### src/rtl/bist_pkg.sv
// -----------------------------------------------------------------------------
// bist_pkg
// Shared definitions for the BIST chain (LFSR pattern generator and
// output-response analyzer), so both ends agree on width, taps and run length.
//   bist_state_e       analyzer FSM states
//   BIST_WIDTH         response / signature width
//   BIST_POLY          MISR feedback taps, x^WIDTH term excluded (x^5+x^2+1)
//   BIST_NUM_PATTERNS  responses per run, equal to the 5-bit LFSR period
// -----------------------------------------------------------------------------
package bist_pkg;

    typedef enum logic [1:0] {
        IDLE  = 2'b00,
        RUN   = 2'b01,
        CHECK = 2'b10,
        DONE  = 2'b11
    } bist_state_e;

    localparam int         BIST_WIDTH        = 5;
    localparam logic [4:0] BIST_POLY         = 5'b00101;
    localparam int         BIST_NUM_PATTERNS = 31;

endpackage : bist_pkg

### src/rtl/misr_core.sv
// -----------------------------------------------------------------------------
// misr_core
// Multiple-input signature register. On each enabled cycle the register
// shifts left one bit, folds the shifted-out MSB back in through POLY, and
// XORs in the new response word.
// Ports:
//   clk      system clock, rising edge
//   rst      synchronous active-high reset (signature -> 0)
//   clear    synchronous clear to 0; wins over enable
//   enable   absorb data_in this cycle
//   data_in  response word to compact
//   sig_out  current signature (registered)
// -----------------------------------------------------------------------------
module misr_core
    import bist_pkg::*;
#(
    parameter int               WIDTH = BIST_WIDTH,
    parameter logic [WIDTH-1:0] POLY  = BIST_POLY
) (
    input  logic             clk,
    input  logic             rst,
    input  logic             clear,
    input  logic             enable,
    input  logic [WIDTH-1:0] data_in,
    output logic [WIDTH-1:0] sig_out
);

    logic [WIDTH-1:0] sig_r;
    logic [WIDTH-1:0] sig_s;

    // One MISR step: shift, conditional feedback of the old MSB, XOR input.
    function automatic logic [WIDTH-1:0] misr_step(
        input logic [WIDTH-1:0] sig,
        input logic [WIDTH-1:0] din
    );
        logic [WIDTH-1:0] fb_mask;
        fb_mask = sig[WIDTH-1] ? POLY : {WIDTH{1'b0}};
        return {sig[WIDTH-2:0], 1'b0} ^ fb_mask ^ din;
    endfunction

    // Next-signature selection: clear, absorb, or hold.
    always_comb begin
        sig_s = sig_r;
        if (clear) begin
            sig_s = {WIDTH{1'b0}};
        end else if (enable) begin
            sig_s = misr_step(sig_r, data_in);
        end else begin
            sig_s = sig_r;
        end
    end

    // Signature register with synchronous reset.
    always_ff @(posedge clk) begin
        if (rst) begin
            sig_r <= {WIDTH{1'b0}};
        end else begin
            sig_r <= sig_s;
        end
    end

    assign sig_out = sig_r;

endmodule : misr_core

### src/rtl/misr_signature_analyzer.sv
// -----------------------------------------------------------------------------
// misr_signature_analyzer
// Output-response analyzer: compacts NUM_PATTERNS CUT responses into a MISR
// signature, then compares it with a golden value and reports pass/fail.
// Ports:
//   clk         system clock, rising edge
//   rst         synchronous active-high reset; overrides everything
//   start       one-cycle run start, honoured in IDLE and DONE only
//   resp_valid  resp_in carries a CUT response this cycle (RUN only)
//   resp_in     CUT response word
//   golden_sig  expected signature, sampled in CHECK
//   busy        high in RUN and CHECK
//   done        high in DONE, held until next start or rst
//   pass        signature matched golden_sig; only meaningful while done=1
//   signature   current MISR contents
//   pat_count   responses absorbed in the current run
// -----------------------------------------------------------------------------
module misr_signature_analyzer
    import bist_pkg::*;
#(
    parameter int               WIDTH        = BIST_WIDTH,
    parameter int               NUM_PATTERNS = BIST_NUM_PATTERNS,
    parameter logic [WIDTH-1:0] POLY         = BIST_POLY,
    localparam int              CW           = $clog2(NUM_PATTERNS + 1)
) (
    input  logic             clk,
    input  logic             rst,
    input  logic             start,
    input  logic             resp_valid,
    input  logic [WIDTH-1:0] resp_in,
    input  logic [WIDTH-1:0] golden_sig,
    output logic             busy,
    output logic             done,
    output logic             pass,
    output logic [WIDTH-1:0] signature,
    output logic [CW-1:0]    pat_count
);

    // Count value at which the incoming valid response is the final one.
    localparam logic [CW-1:0] LAST_CNT = CW'(NUM_PATTERNS - 1);
    localparam logic [CW-1:0] CNT_ONE  = CW'(1);

    bist_state_e      state_r;
    bist_state_e      state_s;
    logic [CW-1:0]    pat_count_r;
    logic [CW-1:0]    pat_count_s;
    logic             busy_r;
    logic             busy_s;
    logic             done_r;
    logic             done_s;
    logic             pass_r;
    logic             pass_s;
    logic             clear_s;
    logic             enable_s;
    logic             match_s;
    logic [WIDTH-1:0] sig_s;

    misr_core #(
        .WIDTH (WIDTH),
        .POLY  (POLY)
    ) u_misr_core (
        .clk     (clk),
        .rst     (rst),
        .clear   (clear_s),
        .enable  (enable_s),
        .data_in (resp_in),
        .sig_out (sig_s)
    );

    assign match_s = (sig_s == golden_sig);

    // Next-state, MISR control, counter and flag logic.
    always_comb begin
        state_s     = state_r;
        clear_s     = 1'b0;
        enable_s    = 1'b0;
        pat_count_s = pat_count_r;
        pass_s      = 1'b0;
        case (state_r)
            IDLE: begin
                if (start) begin
                    clear_s     = 1'b1;
                    pat_count_s = {CW{1'b0}};
                    state_s     = RUN;
                end else begin
                    state_s = IDLE;
                end
            end
            RUN: begin
                // start is deliberately not decoded here.
                if (resp_valid) begin
                    enable_s    = 1'b1;
                    pat_count_s = pat_count_r + CNT_ONE;
                    if (pat_count_r == LAST_CNT) begin
                        state_s = CHECK;
                    end else begin
                        state_s = RUN;
                    end
                end else begin
                    state_s = RUN;
                end
            end
            CHECK: begin
                // Signature is already final here; golden_sig sampled now.
                pass_s  = match_s;
                state_s = DONE;
            end
            DONE: begin
                if (start) begin
                    clear_s     = 1'b1;
                    pat_count_s = {CW{1'b0}};
                    pass_s      = 1'b0;
                    state_s     = RUN;
                end else begin
                    pass_s  = pass_r;
                    state_s = DONE;
                end
            end
            default: begin
                state_s     = IDLE;
                pat_count_s = {CW{1'b0}};
                clear_s     = 1'b1;
            end
        endcase
        busy_s = (state_s == RUN) || (state_s == CHECK);
        done_s = (state_s == DONE);
    end

    // State, counter and registered status flags.
    always_ff @(posedge clk) begin
        if (rst) begin
            state_r     <= IDLE;
            pat_count_r <= {CW{1'b0}};
            busy_r      <= 1'b0;
            done_r      <= 1'b0;
            pass_r      <= 1'b0;
        end else begin
            state_r     <= state_s;
            pat_count_r <= pat_count_s;
            busy_r      <= busy_s;
            done_r      <= done_s;
            pass_r      <= pass_s;
        end
    end

    assign busy      = busy_r;
    assign done      = done_r;
    assign pass      = pass_r;
    assign signature = sig_s;
    assign pat_count = pat_count_r;

endmodule : misr_signature_analyzer

### config.mk
export PLATFORM = sky130hd
export DESIGN_NAME = misr_signature_analyzer
export DESIGN_NICKNAME = d
export VERILOG_FILES = /design/src/rtl/bist_pkg.sv /design/src/rtl/misr_core.sv /design/src/rtl/misr_signature_analyzer.sv
export SDC_FILE = /design/constraint.sdc
export NUM_CORES = 1
export LEC_CHECK = 0
export CORE_ASPECT_RATIO = 0.7
export CORE_MARGIN = 4
export CORE_UTILIZATION = 45
export CTS_CLUSTER_DIAMETER = 40
export DETAILED_ROUTE_END_ITERATION = 8
export HOLD_SLACK_MARGIN = 0.06
export PLACE_DENSITY_LB_ADDON = 0.12
export SETUP_SLACK_MARGIN = 0.2
export SYNTH_ARGS = -nofsm -noshare
export SYNTH_HDL_FRONTEND = slang
export SYNTH_SLANG_ARGS = --single-unit
### constraint.sdc
create_clock -name clk -period 2.23 [get_ports clk]
set_clock_uncertainty 0.2 [all_clocks]
set_input_delay 0.446 -clock clk [delete_from_list [all_inputs] [get_ports clk]]
set_output_delay 0.446 -clock clk [all_outputs]
set_load 0.02 [all_outputs]
### Word-level counts from Yosys, hierarchy flattened

Index checks and enable logic that the tools add are counted.

* flip-flop bits (word level): 15
* bits of input ports: 14
* output and inout bits: 13
* word-level logic and storage cells: 41

* add/subtract/negate cells: 1
* equal/unequal tests: 11
* mux-type cells: 15
* bitwise operators: 2
* reduce and logical (&&, ||, !) cells: 6

Operators by type and width (count)
* 5-bit 2-to-1 mux: 2
* 5-bit one-hot mux with 2 select lines: 1
* 5-bit bitwise XOR: 2
* 2-bit == test, second input constant: 4
* 2-bit one-hot mux with 4 select lines: 1
* 1-bit 2-to-1 mux: 6
* 2-bit 2-to-1 mux: 3
* 5-bit by 1-bit adder with 5-bit output, second input constant: 1
* 5-bit == test: 1
* 5-bit == test, second input constant: 1
* 2-bit by 1-bit == test with 1-bit output, second input constant: 2
* 2-bit != test, second input constant: 2
* 2-bit OR reduction: 2
* 3-bit 2-to-1 mux: 1
* 3-bit AND reduction: 1
* 2-bit zero test: 1
* 2-bit by 1-bit != test with 1-bit output, second input constant: 1
* 1-bit one-hot mux with 2 select lines: 1
* 2-bit nonzero test: 1
* 1-bit logical OR: 1

### Longest topological paths before layout

* depth after elaboration: 6
* mapped depth: 7
* depth with buffers taken out: 7

### Cells and area by module

A second synthesis with hierarchy kept.

* cells, all modules: 97
* area, all modules: 889.6 µm²

By module, submodules not included
* misr_signature_analyzer: times used 1, cells an instance 75, area an instance 660.6 µm²
* misr_core: times used 1, cells an instance 22, area an instance 229.0 µm²

### Worst setup path after synthesis

OpenSTA, ideal clock, no wires.

* path type: register -> register
* start point: reg pat_count_r[0], in the netlist pat_count[0]
* end point: reg busy_r, in the netlist busy
* setup time: 128 ps
* arrival time: 1586 ps
* setup slack: 316 ps
* cell stages (with the launch flop): 8
* buffers on the path: 0
* clock period less this slack: 1914 ps
* path through: dfxtp_1 inv_1 ha_1 and3_1 a31o_1 a21oi_1 ha_1 nor2b_1

* cells in the longest elaborated chain, start to end: 6
* elaborated cells between the ends (all ways): 7
* classes of those cells: eq/ne (3); mux (3); reduce/logical (1)

RTL lines
* start, declared: line misr_signature_analyzer.sv:45 `logic [CW-1:0] pat_count_r;`
* start signal, assigned: line misr_signature_analyzer.sv:133 `pat_count_r <= {CW{1'b0}};`
* start signal, assigned: line misr_signature_analyzer.sv:139 `pat_count_r <= pat_count_s;`
* 5-bit == test *: line misr_signature_analyzer.sv:94 `if (pat_count_r == LAST_CNT) begin`
* 2-bit 2-to-1 mux *: line misr_signature_analyzer.sv:94
* 2-bit 2-to-1 mux *: line misr_signature_analyzer.sv:91 `if (resp_valid) begin`
* 2-bit one-hot mux with 4 select lines *: line misr_signature_analyzer.sv:79 `case (state_r)`
* 2-bit by 1-bit == test with 1-bit output or 2-bit == test (tied branches): line misr_signature_analyzer.sv:125 `busy_s = (state_s == RUN) || (state_s == CHECK);`
* 1-bit logical OR *: line misr_signature_analyzer.sv:125
* net busy_s: line misr_signature_analyzer.sv:48 `logic busy_s;`
* end signal, assigned: line misr_signature_analyzer.sv:140 `busy_r <= busy_s;`
* end, declared: line misr_signature_analyzer.sv:47 `logic busy_r;`

The timed path passes the listed nets; every way through them passes the cells marked *.
A chain may end at the register's enable or synchronous reset.

### Worst setup path after layout

* start point: reg pat_count_r[4], in the netlist pat_count[4]
* end point: out pat_count[4]

RTL lines
* end, declared: line misr_signature_analyzer.sv:36 `output logic [CW-1:0] pat_count`

No word-level cell between the ends.

==> key figures <==
Final layout
  • Filler cells: 141
  • Area of the multi-input gates: 524 um^2
  • Commonest non-fill, non-tap cell in the layout: clkdlybuf4s50_1
  • Ratio of cells with drive above 1 in the final layout: 4.76%
  • Ant. Diodes: 0
  • Final cell count without fillers: 147
  • Most frequent cells in the layout: clkdlybuf4s50_1, dfxtp_1, xnor2_1
  • FF/Latch Area: 300 um^2
  • Synthesis-to-layout area growth: 39.5%
  • Post-layout net count: 148

Clock network
  • Worst-case clock buffer depth: 2
  • Num CTS Buffers: 3
  • Clock-pin slew on the worst setup and hold paths: 0.09 ns
  • Clock sink total: 15
  • Insertion delay to the later sink of the worst-skew pair: 0.29 ns
  • Clock root cell: clkbuf_4
  • CTS tree: yes
  • H-tree depth: 1
  • Post-CTS Setup Bufs: 0

Synthesis
  • Leading area contributor after synthesis: dfxtp_1
  • Synth area leaders: dfxtp_1, ha_1, xnor2_1
  • Seq cells post-synth: 15
  • Area fraction of the dominant cell type after synthesis: 35.1%
  • Post-Syn Area: 855 um^2
  • Synthesized area per cell: 9.00 um^2
  • Cells after synthesis: 95
  • Count of warnings emitted by yosys: 0
  • Netlist cell types: 29
  • Syn Nets: 116
  • Sequential fraction of the synthesis area: 35.1%

Timing
  • Final Hold Viols: 0
  • Final min period: 1.97 ns
  • Max Freq: 507 MHz
  • Slew margin rel.: 73.9%
  • Total negative setup slack: 0 ns
  • RSZ-0062 raised after global routing: false
  • Final period utilization: 88.4%
  • Final max-slew violation count: 0
  • Setup violators final: 0
  • Worst slew pin tran: 0.391 ns
  • Setup ws final: 0.259 ns

Routing
  • DR vias: 818
  • DRT Pass-1 Iters: 4
  • DR WL/cell: 14.4 um
  • Via/cell ratio: 5.56
  • DR DRC count: 0
  • Antenna-violating nets left: 0
  • Routed WL: 2.12 mm
  • Initial detailed-routing violation count: 43

Critical path
  • CP Buf/Inv Count: 1
  • Worst Path Max Fanout: 4
  • WS Path Type: reg -> out
  • CP endpoint kind: primary output
  • Delay-heaviest family, CP: buffers and inverters
  • Worst R2R Setup Slack: 0.36 ns
  • Worst path cell trace: clkdlybuf4s50_1
  • Worst Path Arrival: 1.32 ns
  • Worst path slowest cell: clkdlybuf4s50_1
  • Critical Path Start Type: flip-flop
  • Critical path required time: 1.58 ns
  • Worst path max stage delay: 0.63 ns

Placement
  • Port bufs: 26
  • Final HPWL DP: 1.72 mm
  • Placed Cells: 143
  • Placer congestion estimate: 0.868
  • Setup WS pre-CTS: 0.102 ns

Floorplanning
  • Die height: 44.5 um
  • Core Area: 0.00168 mm^2
  • Starting Density: 50.8%
  • Core Rows: 12
  • Die Area: 0.00267 mm^2
  • DIE WIDTH: 60.1 um
  • Io pins: 27

Run
  • Max-cap violations: 0

GRT
  • Overflow after GRT: 0
  • Initial antenna violation count: 0
  • Total GRT Usage: 18.0%
  • Largest net degree at the start of global routing: 13
  • First-pass GRT wire length: 3.52 mm
  • Vias in the first global route: 740

Power
  • Pwr per Cell Area: 476 mW/mm^2
  • Worst vdd ir: 0.503 mV
  • Leak: 0.540 nW
  • Pwr Total: 0.568 mW

Outcome
  • Outcome: completed

Hold path
  • Min-delay worst type: reg -> reg
[report_power, final]
part / switching (mW) / internal (mW) / total (mW)
clock network: 0.0909 / 0.0698 / 0.161
logic: 0.0592 / 0.0630 / 0.122
registers: 0.00849 / 0.276 / 0.285
total: 0.159 / 0.409 / 0.568
[metal layers]
metal	vias to the layer above	track usage [%]	part of all wire, %
met4	0	6.64	1.1
met1	375	25.3	48
met2	36	25.0	41
met3	3	6.12	9.8
li1	404	-	-
met5	-	0	0
[per-stage QoR]
step           hold slack [ns]  instance area (um^2)  util, %
2_1_floorplan            0.351                   855        -
5_1_grt                  0.331                  1190     70.9
6_report                 0.297                  1190     70.9
3_5_place_dp             0.279                  1150     68.5
3_3_place_gp             0.273                  1150     68.5
4_1_cts                  0.295                  1180     70.0
[timing repair]
item / CTS / global route
pin swaps: 0 / 0
hold endpoints to repair: 0 / 0
hold buffers: 0 / 0
setup endpoints to repair: 1 / 6
gates resized for setup: 1 / 6
[flip-flops by register name, summed over array words and instances (netlist names)]
register             cells
u_misr_core.sig_out      5
busy                     1
pat_count                5
state_r                  2
pass                     1
done                     1
[Yosys cell counts, drive strengths merged]
cell,number
or3,1
nand3,2
nor2b,6
o31a,1
or4b,1
a31o,1
o21ai,1
nand2,2
a21o,1
xor2,1
nor3,2
nand3b,2
a211oi,6
nor2,6
a31oi,3
clkbuf,1
and3,3
a311oi,2
a21oi,4
xnor2,9
o32ai,1
nand2b,6
nand4,2
o31ai,2
and2,1
inv,5
ha,7
dfxtp,15
buf,1
[area by class of cell]
type	count	share of cell area, %
repair buffers	29	24.9
well taps	21	2.20
clock buffers	4	2.20
inverters	5	1.57
flip-flops and latches	15	25.2
multi-input cells	73	44.0
[cell families (layout without fill, tap and decap cells)]
kind of cell / after synthesis / after routing / share of synthesized area, %
flops: 15 / 15 / 35.1
xor+xnor: 10 / 10 / 10.2
buf+inv: 7 / 38 / 3.51
compound gates: 22 / 22 / 18.2
fa+ha+maj: 7 / 7 / 10.2
simple gates: 34 / 34 / 22.7
[tightest hold or removal path, delay by kind of cell, from the launching register on]
family           cells  cell delay [ns]
flip-flops           1             0.33
AND/OR/NAND/NOR      1             0.08
AO/OA/AOI/OAI        1             0.05
[worst paths after layout]
path	depth (start not counted)	endpoint	startpoint
setup / recovery	1	pat_count[4]	pat_count[4]
hold / removal	2	pass	pass
setup reg to reg	6	busy	state_r[0]
hold reg to reg	2	pass	pass
(Power assumes the default switching activity.)
